==> config.mk <==
export PLATFORM = sky130hd
export DESIGN_NAME = fpmult_unpack_stage
export DESIGN_NICKNAME = d
export VERILOG_FILES = /design/src/rtl/fpmult_unpack_stage.sv
export SDC_FILE = /design/constraint.sdc
export NUM_CORES = 1
export LEC_CHECK = 0
export ABC_AREA = 1
export BUFFER_PORTS_ARGS = -buffer_cell sky130_fd_sc_hd__buf_2
export CAP_MARGIN = 10
export CORE_MARGIN = 3
export CORE_UTILIZATION = 50
export DETAILED_ROUTE_END_ITERATION = 16
export PLACE_DENSITY = 0.83
export SETUP_SLACK_MARGIN = 0.05
export SLEW_MARGIN = 10
export SYNTH_ARGS = -nofsm -noshare
export SYNTH_HDL_FRONTEND = slang
export SYNTH_SLANG_ARGS = --single-unit
==> constraint.sdc <==
create_clock -name clk -period 2.2 [get_ports clk]
set_clock_uncertainty 0.2 [all_clocks]
set_input_delay 0.44 -clock clk [delete_from_list [all_inputs] [get_ports clk]]
set_output_delay 0.44 -clock clk [all_outputs]
set_load 0.01 [all_outputs]
==> src/rtl/fpmult_unpack_stage.sv <==
// Front-end of the FP multiplier: unpacks two IEEE-754 singles, classifies special
// operands and presents the result through a registered valid/ready stage with a skid slot.
module fpmult_unpack_stage #(
  parameter int unsigned FLUSH_DENORM = 1
) (
  input  logic        clk,
  input  logic        rst,
  input  logic [31:0] a,
  input  logic [31:0] b,
  input  logic        in_valid,
  output logic        in_ready,
  output logic        out_valid,
  input  logic        out_ready,
  output logic        Sp,
  output logic [7:0]  Ea,
  output logic [7:0]  Eb,
  output logic [23:0] Ma,
  output logic [23:0] Mb,
  output logic        Zp,
  output logic [4:0]  InputExc
);

  localparam int unsigned EXP_W  = 8;
  localparam int unsigned FRAC_W = 23;
  localparam int unsigned MANT_W = FRAC_W + 1;
  localparam int unsigned EXC_W  = 5;

  typedef struct packed {
    logic              sp;
    logic [EXP_W-1:0]  ea;
    logic [EXP_W-1:0]  eb;
    logic [MANT_W-1:0] ma;
    logic [MANT_W-1:0] mb;
    logic              zp;
    logic [EXC_W-1:0]  exc;
  } beat_t;

  typedef struct packed {
    logic              nan;
    logic              inf;
    logic              zero;
    logic [EXP_W-1:0]  e;
    logic [MANT_W-1:0] m;
  } opnd_t;

  typedef enum logic [1:0] {
    ST_EMPTY = 2'd0,
    ST_ONE   = 2'd1,
    ST_FULL  = 2'd2
  } state_t;

  // Split one operand and apply the denormal policy (flush to zero, or keep with exponent 1).
  function automatic opnd_t classify(input logic [31:0] x);
    opnd_t             o;
    logic [EXP_W-1:0]  exp_f;
    logic [FRAC_W-1:0] frac;
    exp_f  = x[30:23];
    frac   = x[22:0];
    o.nan  = (&exp_f) & (|frac);
    o.inf  = (&exp_f) & ~(|frac);
    o.zero = ~(|exp_f) & ~(|frac);
    o.e    = exp_f;
    o.m    = {(|exp_f), frac};
    if (~(|exp_f) && (|frac)) begin
      if (FLUSH_DENORM != 0) begin
        o.e    = '0;
        o.m    = '0;
        o.zero = 1'b1;
      end else begin
        o.e = EXP_W'(1);
      end
    end
    return o;
  endfunction

  opnd_t  w_oa;
  opnd_t  w_ob;
  beat_t  w_dec;
  beat_t  w_main_nxt;
  beat_t  w_skid_nxt;
  state_t w_state_nxt;
  logic   w_acc;
  logic   w_pop;

  beat_t  r_main;
  beat_t  r_skid;
  state_t r_state;
  logic   r_out_valid;
  logic   r_in_ready;

  always_comb begin
    w_oa      = classify(a);
    w_ob      = classify(b);
    w_dec.sp  = a[31] ^ b[31];
    w_dec.ea  = w_oa.e;
    w_dec.eb  = w_ob.e;
    w_dec.ma  = w_oa.m;
    w_dec.mb  = w_ob.m;
    w_dec.zp  = w_oa.zero | w_ob.zero;
    w_dec.exc = {(w_oa.nan | w_ob.nan | w_oa.inf | w_ob.inf),
                 w_oa.nan, w_ob.nan, w_oa.inf, w_ob.inf};
  end

  assign w_acc = in_valid & r_in_ready;
  assign w_pop = r_out_valid & out_ready;

  // Occupancy FSM: main register plus one skid slot, strictly FIFO.
  always_comb begin
    w_state_nxt = r_state;
    w_main_nxt  = r_main;
    w_skid_nxt  = r_skid;
    case (r_state)
      ST_EMPTY: begin
        if (w_acc) begin
          w_main_nxt  = w_dec;
          w_state_nxt = ST_ONE;
        end
      end
      ST_ONE: begin
        if (w_pop && w_acc) begin
          w_main_nxt = w_dec;
        end else if (w_pop) begin
          w_state_nxt = ST_EMPTY;
        end else if (w_acc) begin
          w_skid_nxt  = w_dec;
          w_state_nxt = ST_FULL;
        end
      end
      ST_FULL: begin
        if (w_pop) begin
          w_main_nxt  = r_skid;
          w_state_nxt = ST_ONE;
        end
      end
      default: w_state_nxt = ST_EMPTY;
    endcase
  end

  always_ff @(posedge clk) begin
    if (rst) begin
      r_state     <= ST_EMPTY;
      r_main      <= '0;
      r_skid      <= '0;
      r_out_valid <= 1'b0;
      r_in_ready  <= 1'b1;
    end else begin
      r_state     <= w_state_nxt;
      r_main      <= w_main_nxt;
      r_skid      <= w_skid_nxt;
      r_out_valid <= (w_state_nxt != ST_EMPTY);
      r_in_ready  <= (w_state_nxt != ST_FULL);
    end
  end

  assign in_ready  = r_in_ready;
  assign out_valid = r_out_valid;
  assign Sp        = r_main.sp;
  assign Ea        = r_main.ea;
  assign Eb        = r_main.eb;
  assign Ma        = r_main.ma;
  assign Mb        = r_main.mb;
  assign Zp        = r_main.zp;
  assign InputExc  = r_main.exc;

endmodule

* After elaboration in Yosys (flattened, before gate mapping)
Cells that the tools add are included.
** Storage, ports and cells
- Register bits :: 146
- Input port bits :: 68
- Output and inout port bits :: 73
- Logic and storage cells :: 68
** Operators by class
- Equality and inequality tests :: 6
- Mux-type cells :: 12
- Bitwise operators :: 19
- Reduce and logical (&&, ||, !) cells :: 14
** Operators with widths (number)
- $mux 71 :: 3
- $pmux 71 s3 :: 1
- $mux 33 :: 2
- $reduce_or 23->1 :: 2
- $reduce_and 8->1 :: 2
- $reduce_or 8->1 :: 2
- $mux 2 :: 5
- $and 1x1->1 :: 8
- $ne 2x2->1 const B :: 4
- $reduce_and 4->1 :: 2
- $not 1->1 :: 6
- $pmux 2 s3 :: 1
- $or 1x1->1 :: 4
- $logic_and 1x1->1 :: 3
- $reduce_bool 3->1 :: 1
- $eq 2x1->1 const B :: 1
- $eq 2x2->1 const B :: 1
- $logic_not 2->1 :: 1
- $reduce_bool 2->1 :: 1
- $xor 1x1->1 :: 1

* Logic depth before layout (Yosys ltp)
Gate-level depths: netlist (run 1).
- Depth in word-level cells :: 7
- Gate-level depth with buffers :: 8
- Depth with buffers taken out :: 7

* Least setup slack after synthesis (run 1)
Ideal clock, no wire load.
- Kind :: input -> register
- Start :: input port rst
- End :: register r_skid[55] (netlist name)
- Library setup time :: 0.070 ns
- Data arrival time :: 1.323 ns
- Required time :: 1.930 ns
- Setup slack :: 0.608 ns
- Stages on the path :: 6
- Path buffers :: 3
- Cells stage by stage :: clkbuf_1 -> inv_1 -> clkbuf_1 -> clkbuf_1 -> o21ai_0 -> a21oi_1
** RTL lines
- from (decl) :: RTL line 7 : input logic rst,
- to (signal assigned) :: RTL line 149 : r_skid <= w_skid_nxt;
- to (decl) :: RTL line 86 : beat_t r_skid;

* Worst setup path after layout (run 1)
- Start :: register r_state[1]
- End :: register r_main, in the netlist Ea[5]
** On the way
- Word-level cells in the longest chain between the ends :: 3
- Elaborated cells between the ends (all ways) :: 9
- Classes of those cells :: eq/ne: 5; mux: 1; reduce/logical: 3
** RTL lines
- from (decl) :: RTL line 87 : state_t r_state;
- from (signal assigned) :: RTL line 147 : r_state <= w_state_nxt;
- $eq 2x1->1 (tied with other cells) :: RTL line 112 : case (r_state)
- $ne 2x2->1 (no source line) / $reduce_bool 3->1 (equally long branches)
- $reduce_and 4->1 (no source line)
- to (signal assigned) :: RTL line 148 : r_main <= w_main_nxt;
- to (decl) :: RTL line 85 : beat_t r_main;
Parallel ways exist; a longest one is shown, timed or not.
A chain may end at the register's enable or synchronous reset.

==> out/qor.csv, run 1 <==
metric,value,unit
detailedRoute.firstPassIterationCount,5,
die_y,115,um
fmax,549,MHz
period_needed,1.82,ns
number_of_enable_type_register_cells_in_the_synthesized_netlist,0,
synth-xor-area-share,0.146,%
placedInstanceArea,6810,um2
area_growth_syn_to_layout,23.4,%
setup_tns_final,0,ns
clock_tree.root_cell,sky130_fd_sc_hd__clkbuf_16,
design.die.area,13300,um2
floorplan.core_area,11600,um2
dieWidth,115,um
most-common-layout-cells,"173 x sky130_fd_sc_hd__a21oi_1, 146 x sky130_fd_sc_hd__dfxtp_1, 140 x sky130_fd_sc_hd__buf_2, 122 x sky130_fd_sc_hd__o21ai_0, 116 x sky130_fd_sc_hd__nand2_1",
crit_fanout,34,
finalSetupViolCount,0,
cts_made_buffers,17,
drt-initial-drc-count,526,
postSynth.asyncResetShare,0,%
postLayoutCellArea,7380,um2
max_slew.worst_pin.slew,0.385,ns
yosysUniqueCellTypes,20,
detail_route.wirelength,15900,um
max-slew-margin-rel,74.3,%
nets,982,
outcome,finished clean,
post_cts_hold_buffer_count,0,
tritoncts,built,
finalMaxSlewViolations,0,
period_share,82.7,%
post_cts_setup_buffer_count,0,
vias_in_the_first_global_route,5496,
ys_dominant_reg_cell,sky130_fd_sc_hd__dfxtp_1,
number_of_rows_created_at_floorplan,39,
maxCapViolCount,0,
leakage,3.40,nW
dpl.hpwl,10000,um
setup.worst_path.start_class,flop,
port_buffers,140,
synth.area.mux_share,0,%
syn-num-nets,872,
gr-total-overflow,0,
grt_first_pass_wirelength,26100,um
avgViaCountPerCell,5.54,
synth.avg_cell_area,7.44,um2
htreeDepth,4,
max_clock_buf_depth,2,
pwr_density_cell,982,nW/um2
routedWlPerCell,14.9,um
grt_antenna_before_repair,0,
place.gp.congestion,0.775,
simple_gate_share_of_the_synthesized_area,16.2,%
ant_nets,0,
post_synth_inst_count,804,
most_common_library_cell_in_the_layout_ignoring_fill_and_taps,sky130_fd_sc_hd__a21oi_1,
synth_fa_ha_area_share,0,%
min-delay-path-class,in -> reg,
synthesis.yosys.warnings,0,
report.final.hold_viol_count,0,
cts_num_sinks,146,
class_of_the_most_critical_setup_path,reg -> reg,
detail_route.drc_violations,0,
placement.setup.worst_slack,0.243,ns
synth-compound-area-share,28.1,%
clk_pin_slew_worst_paths,0.06,ns
rsz0062_at_grt,false,
critical_path_required,2.33,ns
yosys_register_bits,146,
final_layout_size_suffix_gt1_share,20.8,%
ioPinCount,141,
cp.arrival,1.95,ns
initial_core_util,51.7,%
vdd_ir_drop_max,0.000437,V
synthesis.area,5980,um2
total_track_usage,24.2,%
grt_max_degree,73,
cts_resized,0,
seq_area_frac_synth,48.8,%
diodes,0,
end_kind,flop,
synth_top_family_by_area,compound AO/OA/AOI/OAI gates,
setup_slack,0.380,ns
latest_clock_arrival_within_the_worst_skew_pair,0.41,ns
dr_total_vias,5923,
-- cells in the mapped netlist (2+ instances only) --
cell / count / area, um2
sky130_fd_sc_hd__a21oi_1: 173 / 866
sky130_fd_sc_hd__dfxtp_1: 146 / 2920
sky130_fd_sc_hd__o21ai_0: 122 / 611
sky130_fd_sc_hd__nand2_1: 116 / 435
sky130_fd_sc_hd__nor2_1: 55 / 206
sky130_fd_sc_hd__nand3_1: 51 / 255
sky130_fd_sc_hd__clkbuf_1: 33 / 124
sky130_fd_sc_hd__buf_2: 27 / 135
sky130_fd_sc_hd__inv_1: 23 / 86.3
sky130_fd_sc_hd__o21ai_1: 20 / 100
sky130_fd_sc_hd__a31oi_1: 17 / 106
sky130_fd_sc_hd__buf_4: 5 / 37.5
sky130_fd_sc_hd__nand4_1: 5 / 31.3
sky130_fd_sc_hd__buf_1: 3 / 11.3
sky130_fd_sc_hd__inv_2: 2 / 7.51
sky130_fd_sc_hd__nand2_2: 2 / 12.5
-- path summary, 6_finish.rpt --
check	cells after the start	end	startpoint	slack, ns
setup reg to reg	7	Ea[5]$_SDFFE_PP0P_	r_state[1]$_SDFF_PP0_	0.38
setup / recovery	7	Ea[5]$_SDFFE_PP0P_	r_state[1]$_SDFF_PP0_	0.38
hold reg to reg	2	r_skid[56]$_SDFFE_PP0P_	r_skid[56]$_SDFFE_PP0P_	0.25
hold / removal	3	r_skid[54]$_SDFFE_PP0P_	b[23]	0.09
-- critical path, stage by stage, from the launching register on --
cell,delay (ns)
sky130_fd_sc_hd__dfxtp_1,0.43
sky130_fd_sc_hd__inv_1,0.12
sky130_fd_sc_hd__nand2_1,0.13
sky130_fd_sc_hd__nand3_2,0.12
sky130_fd_sc_hd__inv_2,0.27
sky130_fd_sc_hd__buf_12,0.22
sky130_fd_sc_hd__o21ai_0,0.09
sky130_fd_sc_hd__a31oi_1,0.16
-- power by group --
part | internal [mW] | switching [mW] | leakage, nW
registers | 2.97 | 0.156 | 1.20
clock network | 1.78 | 1.02 | 0.284
logic | 0.505 | 0.816 | 1.91
-- sequential cells by signal, summed over array words and instances, names as in the netlist --
register	flops
out_valid	1
Mb	24
r_state	2
Sp	1
Zp	1
Ea	8
Ma	24
r_skid	71
InputExc	5
in_ready	1
Eb	8
-- final cells by class --
class | count | area, um2
fill | 987 | 4180
timing repair buffer | 159 | 943
clock inverter | 5 | 75.1
multi-input combinational | 565 | 2670
sequential | 146 | 2920
tap | 143 | 179
clock buffer | 26 | 499
inverter | 25 | 95.1
-- metal layers --
layer | share of wire (%) | up-vias | track usage (%)
li1 | - | 2988 | -
met1 | 44 | 2696 | 32.9
met2 | 46 | 220 | 36.8
met5 | 0 | - | 0
met3 | 7.9 | 19 | 7.32
met4 | 1.3 | 0 | 8.06
-- through the flow --
stage	util [%]	std cells	power, mW	hold slack [ns]
after CTS	63.9	1069	7.28	0.0780
after floorplan	-	804	3.96	0.224
final	63.9	1069	7.25	0.0890
after global placement	58.9	1038	4.47	0.239
after global routing	63.9	1069	7.61	0.0935
after detailed placement	58.9	1038	4.49	0.238
-- logic make-up (layout without fill, tap and decap cells) --
logic type,Yosys count,after routing
and+or+nand+nor,232,232
AOI/OAI and AO/OA,332,332
buffers and inverters,93,215
xor gates and xnor gates,1,1
DFF,146,146
Power figures use the tool's default switching activity.
==> run 2, diff against run 1 <==
==> constraint.sdc (replaced) <==
create_clock -name clk -period 1.7 [get_ports clk]
set_clock_uncertainty 0.2 [all_clocks]
set_input_delay 0.34 -clock clk [delete_from_list [all_inputs] [get_ports clk]]
set_output_delay 0.34 -clock clk [all_outputs]
set_load 0.01 [all_outputs]
==> out/qor.csv, run 2 (synthesis results as in run 1) <==
metric,value,unit
outcome,finished clean,
setup_slack,0.0421,ns
finalMaxSlewViolations,0,
port_buffers,140,
largest-register,r_skid,
rrSetupSlack,0.04,ns
finalSetupViolCount,0,
avgViaCountPerCell,5.73,
detail_route.drc_violations,0,
dieWidth,115,um
vdd_ir_drop_max,0.000621,V
dr_total_vias,6566,
final_layout_size_suffix_gt1_share,25.4,%
critical_path.reg2reg.endpoint,Mb[23]$_SDFFE_PP0P_,
clock_tree.root_cell,sky130_fd_sc_hd__clkbuf_16,
grt_max_degree,78,
max-slew-margin-rel,78.4,%
period_share,97.5,%
ant_nets,0,
report.final.hold_viol_count,0,
max_clock_buf_depth,2,
hold_depth,3,
critical_path_required,1.79,ns
clk_pin_slew_worst_paths,0.06,ns
dpl.hpwl,10300,um
holdWs,0.00446,ns
floorplan.core_area,11600,um2
crit-reg2reg-launch,r_state[1]$_SDFF_PP0_,
end_kind,flop,
grt_first_pass_wirelength,28000,um
die_y,115,um
class_of_the_most_critical_setup_path,reg -> reg,
detail_route.wirelength,18700,um
placement.setup.worst_slack,-0.132,ns
final_util,71.8,%
min-delay-path-class,in -> reg,
period_needed,1.66,ns
diodes,0,
design.die.area,13300,um2
gr-total-overflow,0,
initial_core_util,51.7,%
total_track_usage,26.0,%
rr_worst_depth,7,
placedInstanceArea,7090,um2
ioPinCount,141,
critical_path.startpoint,r_state[1]$_SDFF_PP0_,
place.gp.congestion,0.817,
rsz0062_at_grt,true,
number_of_rows_created_at_floorplan,39,
cts_num_sinks,146,
holdCritStartpoint,b[30],
cp.arrival,1.75,ns
nets,1057,
tritoncts,built,
htreeDepth,4,
end_point_of_the_most_critical_hold_path,r_skid[61]$_SDFFE_PP0P_,
pwr_density_cell,1200,nW/um2
maxCapViolCount,0,
vias_in_the_first_global_route,5853,
detailedRoute.firstPassIterationCount,6,
grt_antenna_before_repair,0,
drt-initial-drc-count,766,
fmax,603,MHz
setup.worst_path.start_class,flop,
crit_fanout,24,
area_growth_syn_to_layout,38.8,%
cts_made_buffers,17,
latest_clock_arrival_within_the_worst_skew_pair,0.42,ns
leakage,3.82,nW
routedWlPerCell,16.3,um
most_common_library_cell_in_the_layout_ignoring_fill_and_taps,sky130_fd_sc_hd__a21oi_1,
largest_register_ff_count,71,
most-common-layout-cells,"173 x sky130_fd_sc_hd__a21oi_1, 143 x sky130_fd_sc_hd__dfxtp_1, 140 x sky130_fd_sc_hd__buf_2, 117 x sky130_fd_sc_hd__o21ai_0, 112 x sky130_fd_sc_hd__nand2_1",
postLayoutCellArea,8300,um2
max_slew.worst_pin.slew,0.321,ns
run 2: final cells by class:
| class | count | area [um2] |
|---|---|---|
| clock buffers | 19 | 443 |
| clock inverters | 13 | 161 |
| fillers | 846 | 3260 |
| inverters | 25 | 114 |
| multi-input cells | 565 | 2710 |
| flip-flops and latches | 146 | 2930 |
| well taps | 143 | 179 |
| repair buffers | 233 | 1760 |
| repair inverters | 1 | 7.51 |
run 2: metal layers:
layer | track usage [%] | part of all wire [%] | vias to the layer above
met3 | 6.68 | 8.2 | 47
met1 | 34.3 | 42 | 3056
met5 | 0 | 0 | -
li1 | - | - | 3150
met4 | 9.15 | 2.6 | 0
met2 | 41.5 | 48 | 313
run 2: worst max-delay path by stage:
stage | slack, ns | cells after the start | to
2_1_floorplan | 0.21 | 6 | r_skid[55]$_SDFFE_PP0P_
4_1_cts | 0.07 | 6 | Ma[13]$_SDFFE_PP0P_
6_report | 0.04 | 7 | Mb[23]$_SDFFE_PP0P_
3_3_place_gp | -0.06 | 9 | Ma[0]$_SDFFE_PP0P_
5_1_grt | -0.05 | 7 | r_skid[65]$_SDFFE_PP0P_
3_5_place_dp | -0.13 | 9 | Ma[5]$_SDFFE_PP0P_
run 2: stage by stage:
stage / TNS, ns / power [mW] / instances
floorplan: 0 / 5.13 / 804
global placement: -0.866 / 5.84 / 1070
detailed placement: -4.95 / 5.88 / 1070
CTS: 0 / 9.76 / 1135
global route: -0.117 / 10.4 / 1145
finish: 0 / 9.97 / 1145
run 2: timing repair:
item	CTS	global route
setup buffers	0	4
setup endpoints to repair	57	121
gates resized for setup	6	34
endpoints found under the hold margin	34	0
cloned	1	6
pin swaps	1	6
hold buffers	32	0
run 2: critical path: stages (launching register included):
cell and delay [ns]:
sky130_fd_sc_hd__dfxtp_4 0.38, sky130_fd_sc_hd__inv_2 0.09, sky130_fd_sc_hd__nand2_2 0.08, sky130_fd_sc_hd__nand3_4 0.16, sky130_fd_sc_hd__clkinv_8 0.11, sky130_fd_sc_hd__clkbuf_16 0.21
sky130_fd_sc_hd__o21ai_0 0.22, sky130_fd_sc_hd__a21oi_1 0.08
run 2: power by group:
| part | leakage, nW | internal (mW) | total, mW | switching [mW] |
|---|---|---|---|---|
| Sequential | 1.20 | 3.85 | 4.08 | 0.227 |
| Clock | 0.285 | 2.34 | 3.81 | 1.47 |
| Combinational | 2.34 | 0.887 | 2.08 | 1.19 |
| Total | 3.82 | 7.08 | 9.97 | 2.89 |
==> run 3, diff against run 2 <==
--- a/config.mk
+++ b/config.mk
@@ -9,9 +9,9 @@
 export BUFFER_PORTS_ARGS = -buffer_cell sky130_fd_sc_hd__buf_2
 export CAP_MARGIN = 10
 export CORE_MARGIN = 3
-export CORE_UTILIZATION = 50
+export CORE_UTILIZATION = 42
 export DETAILED_ROUTE_END_ITERATION = 16
-export PLACE_DENSITY = 0.83
+export PLACE_DENSITY = 0.73
 export SETUP_SLACK_MARGIN = 0.05
 export SLEW_MARGIN = 10
 export SYNTH_ARGS = -nofsm -noshare
==> out/qor.csv, run 3 (synthesis results as in run 1) <==
metric,value,unit
outcome,finished with violations,
violations,setup timing,
gr-total-overflow,0,
net-switching-power,2.79,mW
swShare,28.4,%
vias_in_the_first_global_route,5640,
tritoncts,built,
pwr_density_cell,1130,nW/um2
place.gp.congestion,0.807,
final_cells,1202,
area_growth_syn_to_layout,46.1,%
grt_antenna_before_repair,0,
detail_route.drc_violations,0,
end_kind,flop,
max_clock_buf_depth,2,
finalMaxSlewViolations,0,
port_buffers,140,
setup_tns_final,-0.0121,ns
setup_slack,-0.0121,ns
leakage,3.99,nW
avgViaCountPerCell,5.36,
detailedRoute.firstPassIterationCount,7,
slowest_delay,0.37,ns
report.final.hold_viol_count,0,
path_cells,o21ai_1 -> nand3_4 -> buf_4 -> buf_12 -> a21oi_1 -> a21oi_1,
vdd_ir_drop_max,0.000819,V
rrSetupSlack,-0.01,ns
maxCapViolCount,0,
cts_num_sinks,146,
max_slew.worst_pin.slew,0.306,ns
max-slew-margin-rel,79.4,%
critical-path-slowest-cell,sky130_fd_sc_hd__dfxtp_4,
clock_tree.root_cell,sky130_fd_sc_hd__clkbuf_16,
cts_made_buffers,17,
crit_fanout,30,
min-delay-path-class,in -> reg,
power_frac_clock,36.3,%
rsz0062_at_grt,true,
fmax,584,MHz
power_report.internal_total,7.04,mW
period_share,101,%
grt_max_degree,55,
detail_route.wirelength,18600,um
cp.arrival,1.81,ns
most-common-layout-cells,"167 x sky130_fd_sc_hd__a21oi_1, 143 x sky130_fd_sc_hd__dfxtp_1, 140 x sky130_fd_sc_hd__buf_2, 112 x sky130_fd_sc_hd__nand2_1, 95 x sky130_fd_sc_hd__o21ai_0",
period_needed,1.71,ns
combinationalPowerShare,22.2,%
latest_clock_arrival_within_the_worst_skew_pair,0.42,ns
htreeDepth,4,
setup.worst_path.start_class,flop,
floorplan.core_area,13600,um2
holdWs,0.0132,ns
finalSetupViolCount,1,
placement.setup.worst_slack,-0.103,ns
diodes,0,
ioPinCount,141,
multi_input_comb_area,2800,um2
placed_cells_incl_taps,1112,
grt_first_pass_wirelength,27700,um
critical_path_required,1.80,ns
most_common_library_cell_in_the_layout_ignoring_fill_and_taps,sky130_fd_sc_hd__a21oi_1,
most_used_cell_along_the_critical_path,sky130_fd_sc_hd__a21oi_1,
initial_core_util,44.1,%
dpl.hpwl,10700,um
nets,1084,
die_y,125,um
fill_cell_instance_count_of_the_final_layout,1126,
dr_total_vias,6439,
final_layout_size_suffix_gt1_share,28.0,%
design.die.area,15700,um2
largest-register,r_skid,
critPathBufInv,2,
seq_power_share,41.5,%
ant_nets,0,
largest_register_ff_count,71,
class_of_the_most_critical_setup_path,reg -> reg,
total_track_usage,21.2,%
clk_pin_slew_worst_paths,0.06,ns
drt-initial-drc-count,507,
seqCellArea,2930,um2
dieWidth,125,um
routedWlPerCell,15.5,um
number_of_rows_created_at_floorplan,42,
path_delay_family,compound AO/OA/AOI/OAI gates,
-- run 3: power groups by stage --
stage                     Clock, mW  Sequential [mW]  Combinational [mW]
after floorplan                   0             4.22               0.909
after global placement            0             4.12                1.80
after detailed placement          0             4.12                1.82
after CTS                      3.60             4.06                1.91
after global routing           3.74             4.13                2.40
final                          3.57             4.08                2.19
-- run 3: path summary, 6_finish.rpt --
check / start / endpoint / depth (start not counted)
max: r_state[1]$_SDFF_PP0_ / Mb[7]$_SDFFE_PP0P_ / 6
min: b[21] / Mb[21]$_SDFFE_PP0P_ / 3
max reg2reg: r_state[1]$_SDFF_PP0_ / Mb[7]$_SDFFE_PP0P_ / 6
min reg2reg: r_skid[56]$_SDFFE_PP0P_ / r_skid[56]$_SDFFE_PP0P_ / 2
-- run 3: cell type report --
type | instances | share of cell area, %
Sequential cell | 146 | 33.5
Multi-Input combinational cell | 565 | 32.0
Timing Repair Buffer | 261 | 24.4
Clock buffer | 23 | 5.35
Tap cell | 176 | 2.52
Inverter | 25 | 1.22
Clock inverter | 6 | 0.945
-- run 3: what timing repair did --
item                                    4_1_cts  5_1_grt
gates cloned                                  0        9
pin swaps                                     1        8
endpoints found under the setup margin       70      137
hold buffers                                 41        0
hold endpoints to repair                     47        0
buffers inserted                              1       10
resized for setup                             2       94
-- run 3: per-stage QoR --
step / util [%] / instance area [um2] / power, mW
CTS: 60.7 / 8230 / 9.57
global placement: 53.5 / 7260 / 5.91
detailed placement: 53.5 / 7260 / 5.94
finish: 64.5 / 8740 / 9.84
floorplan: - / 5980 / 5.13
global route: 64.5 / 8740 / 10.3
-- run 3: metal layers --
| metal | vias up | routed length [um] | track usage (%) |
|---|---|---|---|
| met2 | 237 | 8620 | 32.2 |
| li1 | 3196 | - | - |
| met4 | 0 | 272 | 5.87 |
| met5 | - | 0 | 0 |
| met3 | 31 | 1270 | 6.14 |
| met1 | 2975 | 8440 | 29.5 |
-- run 3: tightest hold or removal path, cell delays in order --
cell and delay [ns]:
sky130_fd_sc_hd__buf_2 0.11, sky130_fd_sc_hd__nand3_1 0.07, sky130_fd_sc_hd__a21oi_1 0.06
